**config.mk**
```make
export PLATFORM = sky130hd
export DESIGN_NAME = lpf_sched_flat
export DESIGN_NICKNAME = d
export VERILOG_FILES = /design/src/rtl/lpf_sched_pkg.sv /design/src/rtl/lpf_sched_if.sv /design/src/rtl/lpf_sched_rr_arb.sv /design/src/rtl/lpf_sched.sv /design/src/flat_wrapper.sv
export SDC_FILE = /design/constraint.sdc
export NUM_CORES = 1
export LEC_CHECK = 0
export CORE_ASPECT_RATIO = 1.2
export CORE_UTILIZATION = 60
export DETAILED_ROUTE_END_ITERATION = 12
export PLACE_DENSITY_LB_ADDON = 0.2
export SYNTH_ARGS = -nofsm -noshare
export SYNTH_HDL_FRONTEND = slang
export SYNTH_SLANG_ARGS = --single-unit
```
**constraint.sdc**
```tcl
create_clock -name clk -period 14.25 [get_ports clk]
set_input_delay 2.85 -clock clk [delete_from_list [all_inputs] [get_ports clk]]
set_output_delay 2.85 -clock clk [all_outputs]
set_load 0.03 [all_outputs]
```
**src/rtl/lpf_sched_pkg.sv**
```systemverilog
// Shared sizing for the low-pass scheduler: channel count, window depth,
// sample width and the derived sum / channel-index widths.
package lpf_pkg;
  localparam int NCH  = 4;
  localparam int TAPS = 8;
  localparam int DW   = 18;
  localparam int SUMW = DW + 3;
  localparam int CHW  = $clog2(NCH);
endpackage

```
**src/rtl/lpf_sched_if.sv**
```systemverilog
// Request/result bundle for lpf_sched. master = sample producer and result
// consumer, slave = the scheduler itself.
interface lpf_sched_if;
  import lpf_pkg::*;

  logic [NCH-1:0]    req_valid;
  logic [NCH*DW-1:0] req_data;
  logic [NCH-1:0]    req_ready;
  logic [NCH-1:0]    flush;
  logic              out_valid;
  logic              out_ready;
  logic [CHW-1:0]    out_ch;
  logic [SUMW-1:0]   out_sum;
  logic [DW-1:0]     out_data;
  logic              out_warm;

  modport master (
    output req_valid, req_data, flush, out_ready,
    input  req_ready, out_valid, out_ch, out_sum, out_data, out_warm
  );

  modport slave (
    input  req_valid, req_data, flush, out_ready,
    output req_ready, out_valid, out_ch, out_sum, out_data, out_warm
  );
endinterface

```
**src/rtl/lpf_sched_rr_arb.sv**
```systemverilog
// Round-robin arbiter: search starts one past the last granted channel,
// at most one grant, pointer moves only when a grant is issued.
module rr_arb #(
  parameter int N = 4,
  parameter int W = $clog2(N)
) (
  input  logic         clk,
  input  logic         rst,
  input  logic [N-1:0] req,
  input  logic         en,
  output logic [N-1:0] gnt,
  output logic [W-1:0] gidx
);
  logic [W-1:0] last;
  logic [W-1:0] idx;
  logic         found;

  // first requester after 'last', wrapping; nothing granted when disabled
  always_comb begin
    gnt   = '0;
    gidx  = '0;
    found = 1'b0;
    idx   = '0;
    for (int k = 1; k <= N; k++) begin
      idx = W'((int'(last) + k) % N);
      if (en && !found && req[idx]) begin
        gnt[idx] = 1'b1;
        gidx     = idx;
        found    = 1'b1;
      end
    end
  end

  // reset parks the pointer on N-1 so channel 0 wins first
  always_ff @(posedge clk) begin
    if (rst)        last <= W'(N - 1);
    else if (found) last <= gidx;
  end
endmodule

```
**src/rtl/lpf_sched.sv**
```systemverilog
// Time-shared moving-sum filter. One arbitrated sample per cycle enters
// stage A; the following cycle updates that channel's window (history,
// pointer, sum, fill count) and loads the result register in one step.
module lpf_sched #(
  parameter int NCH  = lpf_pkg::NCH,
  parameter int TAPS = lpf_pkg::TAPS,
  parameter int DW   = lpf_pkg::DW
) (
  input logic        clk,
  input logic        rst,
  lpf_sched_if.slave bus
);
  localparam int CW = $clog2(NCH);
  localparam int PW = $clog2(TAPS);
  localparam int FW = $clog2(TAPS + 1);
  localparam int SW = DW + 3;

  logic           stall, en;
  logic [NCH-1:0] gnt;
  logic [CW-1:0]  gidx;
  logic [DW-1:0]  sel_data;

  logic           a_vld;
  logic [CW-1:0]  a_ch;
  logic [DW-1:0]  a_data;

  logic [DW-1:0]  hist [NCH][TAPS];
  logic [PW-1:0]  wp   [NCH];
  logic [SW-1:0]  sum  [NCH];
  logic [FW-1:0]  cnt  [NCH];

  logic [DW-1:0]  oldest;
  logic [SW-1:0]  new_sum;
  logic [FW-1:0]  new_cnt;
  logic           b_fire;

  assign stall = bus.out_valid & ~bus.out_ready;
  assign en    = ~stall & ~rst;

  rr_arb #(.N(NCH), .W(CW)) u_arb (
    .clk  (clk),
    .rst  (rst),
    .req  (bus.req_valid & ~bus.flush),
    .en   (en),
    .gnt  (gnt),
    .gidx (gidx)
  );

  assign bus.req_ready = gnt;

  // pick the granted channel's sample off the flat bus
  always_comb begin
    sel_data = '0;
    for (int i = 0; i < NCH; i++)
      if (gnt[i]) sel_data = bus.req_data[i*DW +: DW];
  end

  // window update for the stage A sample; sum never goes below oldest
  always_comb begin
    oldest  = hist[a_ch][wp[a_ch]];
    new_sum = sum[a_ch] - SW'(oldest) + SW'(a_data);
    new_cnt = (cnt[a_ch] == FW'(TAPS)) ? cnt[a_ch] : cnt[a_ch] + 1'b1;
    b_fire  = a_vld & ~stall & ~bus.flush[a_ch];
  end

  // stage A: capture accepted sample; a flush while held kills it
  always_ff @(posedge clk) begin
    if (rst) begin
      a_vld  <= 1'b0;
      a_ch   <= '0;
      a_data <= '0;
    end else if (!stall) begin
      a_vld  <= |gnt;
      a_ch   <= gidx;
      a_data <= sel_data;
    end else if (bus.flush[a_ch]) begin
      a_vld  <= 1'b0;
    end
  end

  // per-channel window state; flush wins over a same-cycle update
  always_ff @(posedge clk) begin
    for (int i = 0; i < NCH; i++) begin
      if (rst || bus.flush[i]) begin
        for (int t = 0; t < TAPS; t++) hist[i][t] <= '0;
        wp[i]  <= '0;
        sum[i] <= '0;
        cnt[i] <= '0;
      end else if (b_fire && a_ch == CW'(i)) begin
        hist[i][wp[i]] <= a_data;
        wp[i]          <= wp[i] + 1'b1;
        sum[i]         <= new_sum;
        cnt[i]         <= new_cnt;
      end
    end
  end

  // result register: holds under backpressure, flush does not touch it
  always_ff @(posedge clk) begin
    if (rst) begin
      bus.out_valid <= 1'b0;
      bus.out_ch    <= '0;
      bus.out_sum   <= '0;
      bus.out_warm  <= 1'b0;
    end else if (!stall) begin
      bus.out_valid <= b_fire;
      if (b_fire) begin
        bus.out_ch   <= a_ch;
        bus.out_sum  <= new_sum;
        bus.out_warm <= (new_cnt == FW'(TAPS));
      end
    end
  end

  assign bus.out_data = bus.out_sum[SW-1:3];
endmodule

```
**src/flat_wrapper.sv**
```systemverilog
// flat-port wrapper written by rule: the top's interface ports become plain ports
module lpf_sched_flat 
#(
  parameter int NCH  = lpf_pkg::NCH,
  parameter int TAPS = lpf_pkg::TAPS,
  parameter int DW   = lpf_pkg::DW
)
  (clk, rst, bus_req_valid, bus_req_data, bus_flush, bus_out_ready, bus_req_ready, bus_out_valid, bus_out_ch, bus_out_sum, bus_out_data, bus_out_warm);
  lpf_sched_if bus_i ();
  input logic clk;
  input logic rst;
  input wire logic [$bits(bus_i.req_valid)-1:0] bus_req_valid;
  input wire logic [$bits(bus_i.req_data)-1:0] bus_req_data;
  input wire logic [$bits(bus_i.flush)-1:0] bus_flush;
  input wire logic [$bits(bus_i.out_ready)-1:0] bus_out_ready;
  output wire logic [$bits(bus_i.req_ready)-1:0] bus_req_ready;
  output wire logic [$bits(bus_i.out_valid)-1:0] bus_out_valid;
  output wire logic [$bits(bus_i.out_ch)-1:0] bus_out_ch;
  output wire logic [$bits(bus_i.out_sum)-1:0] bus_out_sum;
  output wire logic [$bits(bus_i.out_data)-1:0] bus_out_data;
  output wire logic [$bits(bus_i.out_warm)-1:0] bus_out_warm;
  assign bus_i.req_valid = bus_req_valid;
  assign bus_i.req_data = bus_req_data;
  assign bus_i.flush = bus_flush;
  assign bus_i.out_ready = bus_out_ready;
  assign bus_req_ready = bus_i.req_ready;
  assign bus_out_valid = bus_i.out_valid;
  assign bus_out_ch = bus_i.out_ch;
  assign bus_out_sum = bus_i.out_sum;
  assign bus_out_data = bus_i.out_data;
  assign bus_out_warm = bus_i.out_warm;
  lpf_sched #(.NCH(NCH), .TAPS(TAPS), .DW(DW)) u_core (.clk(clk), .rst(rst), .bus(bus_i));
endmodule
```
==> metrics.cfg <==
[clock_tree]
numCtsBuffers = 73
cts-root-buf = clkbuf_16
clkLatencyLatePin_ps = 630
clk_pin_slew_ps = 60
post_cts_buffers = 0
cts_tree = built
cts.sinks = 738
htreeDepth = 3
cts_resized = 0
clockBufferDepth = 3
holdBufCountCts = 0

[floorplanning]
start_util_pct = 60.8
die_area_um2 = 60300
io_pins = 130
num_rows = 97
core-area_um2 = 58500
die_x_um = 224
die_h_um = 269

[setup_path]
path_buf_inv = 3
slowest_delay_ps = 710
crit_type = in2out
rrSetupSlack_ps = 7290
crit_end = bus_req_ready[2]
critPathRequiredTime_ps = 11400
path_delay_family = buffers and inverters
endpoint_kind = output pin
cp.depth = 8
reg2regPathDepth = 16
timing.rr.end = u_core.sum[2][18]$_SDFFCE_PN0P_
rr_startpoint = u_core.wp[3][0]$_SDFFCE_PN0P_
cp.arrival_ps = 6420
crit_path_cell_trace = clkdlybuf4s50_1 -> nor2b_1 -> mux4_2 -> nor2b_1 -> a221o_1 -> o21ai_1 -> inv_1 -> clkdlybuf4s50_1
critPathSlowestCell = clkdlybuf4s50_1
path_max_fanout = 12
crit_path_start = bus_flush[2]
crit_path_start_kind = input pin

[yosys]
syn_area_um2 = 35600
syn_area_per_cell_um2 = 14.3
synth_common_cells = edfxtp_1, nor4_1, mux4_2, clkbuf_1, nor3_1
ys.warnings.count = 0
synthCells = 2489
yosysMostFrequentCell = edfxtp_1
ys.flop_type = edfxtp_1
synth_top_area_share_pct = 58.1
ys_ff_latch = 738
synth_edf_count = 688
ys_types = 81
synth_seq_area_share_pct = 60.9
synth_area_leaders = edfxtp_1, mux4_2, nor4_1
synthArstFlopShare_pct = 0
syn_nets = 2624
yosysTopAreaCell = edfxtp_1

[route]
vias_per_cell = 7.07
detail-route-antenna-nets = 0
drc_errors = 0
vias = 23800
drt_pass1_iterations = 5
routedWlPerCell_um = 31.8
drt_iter0_markers = 3053
wirelength_mm = 107

[sta]
min_period_over_period_pct = 65.1
fmax_ghz = 0.108
finalSetupTns_ps = 0
fin_ws_ps = 4980
rsz0062_at_grt = no
slew_headroom_pct = 22.1
fin_crit_ps = 9270
slew_viol_final = 0
tightest_slew_ps = 1160
setup_viol = 0
hold_viol = 0
fin_worst_skew_ps = 25.6

[layout]
instances_no_fill = 3367
area_growth_syn_to_layout_pct = 12.0
nNetsFinal = 2651
seqCellArea_um2 = 21700
multi_input_area_um2 = 12500
fillers = 4095
drive_above_1_share_pct = 19.9
final_area_um2 = 39800

[global_routing]
antenna_found_initial = 9
grt_pass1_vias = 23800
grt_usage_pct = 36.4
grt_max_degree = 145
grt_pass1_wl_mm = 157
grt_overflow_total = 0

[pwr]
total_power_mw = 6.39
leakagePower_nw = 13.7
power.density_nw_per_um2 = 160
ir_drop_mv = 0.159

[outcome]
status = completed

[placed_design]
placedInstanceArea_um2 = 37600
post-place-ws_ps = 5010
placed_cells = 3233
gp_congestion = 0.937
dp_hpwl_mm = 64.8
portBuffers = 129

[min_path]
hp-class = reg2reg
holdPathStages = 2

[run]
drv_cap = 0

-- area by class of cell --
| type | count | area share [%] |
|---|---|---|
| Clock inverter | 38 | 0.823 |
| Sequential cell | 738 | 54.4 |
| Timing Repair Buffer | 224 | 5.08 |
| Antenna cell | 2 | 0.0126 |
| Multi-Input combinational cell | 1385 | 31.5 |
| Clock buffer | 94 | 4.86 |
| Inverter | 94 | 0.886 |
| Tap cell | 792 | 2.49 |
-- worst min-delay path: cells and delay by family, from the launching register on --
kind	cells	cell delay, ps
flops	1	310
compound gates	1	60
simple gates	1	50
-- logic make-up (layout without fill, tap and decap cells) --
family          after synthesis  in the layout  share of synthesized area (%)
other cells                   0              2                              0
compound gates              205            205                           4.11
simple gates                878            878                           13.9
buf+inv                     366            450                           4.36
mux                         231            231                           14.0
flops                       738            738                           60.9
fa+ha+maj                    52             52                           2.21
xor+xnor                     19             19                          0.489
-- report_power, final --
part | switching [mW] | internal (mW)
Sequential | 0.121 | 2.48
Combinational | 1.29 | 0.626
Clock | 0.832 | 1.04
-- worst min path at each step --
stage,slack [ps],endpoint,start
2_1_floorplan,500,u_core.bus.out_valid$_SDFFE_PP0N_,u_core.a_vld$_SDFFE_PP0P_
3_3_place_gp,450,u_core.bus.out_warm$_SDFFE_PP0P_,u_core.bus.out_warm$_SDFFE_PP0P_
3_5_place_dp,460,u_core.bus.out_sum[1]$_SDFFE_PP0P_,u_core.bus.out_sum[1]$_SDFFE_PP0P_
4_1_cts,470,u_core.bus.out_ch[0]$_SDFFE_PP0P_,u_core.bus.out_ch[0]$_SDFFE_PP0P_
5_1_grt,480,u_core.bus.out_ch[0]$_SDFFE_PP0P_,u_core.bus.out_ch[0]$_SDFFE_PP0P_
6_report,470,u_core.bus.out_sum[1]$_SDFFE_PP0P_,u_core.bus.out_sum[1]$_SDFFE_PP0P_
-- layer usage --
metal | GRT usage [%] | vias to the layer above | routed length (µm)
met5 | 0 | - | 42
met4 | 24.9 | 6 | 8190
met3 | 7.24 | 370 | 12100
met2 | 57.1 | 1710 | 50700
met1 | 46.2 | 11900 | 36000
li1 | - | 9799 | -
-- state kept, by name (all words and copies together) (netlist names), 12 cells and up, named ones only --
signal,flops
u_core.hist,576
u_core.bus.out_sum,21
u_core.cnt,16
u_core.a_data,18
u_core.sum,84
u_core.wp,12
-- cells in the final DEF, fill, tap and decap left out, types with 15 or more instances in the layout --
cell,n
a21oi_1,32
and2_1,162
buf_4,93
clkbuf_1,19
clkbuf_16,74
clkdlybuf4s50_1,128
clkinv_2,15
dfxtp_1,48
edfxtp_1,688
fa_1,18
ha_1,34
inv_1,76
inv_2,18
mux2_2,18
mux4_2,209
nand2_1,45
nand2b_1,19
nor2_1,135
nor3_1,192
nor4_1,253
o21ai_0,20
o21ai_1,24
-- metrics by stage --
step                      util, %  hold slack, ps
after floorplan                 -             502
after global placement       64.2             446
after detailed placement     64.2             455
after CTS                    68.1             470
after global routing         68.1             485
final                        68.1             467
(Power assumes the default switching activity.)
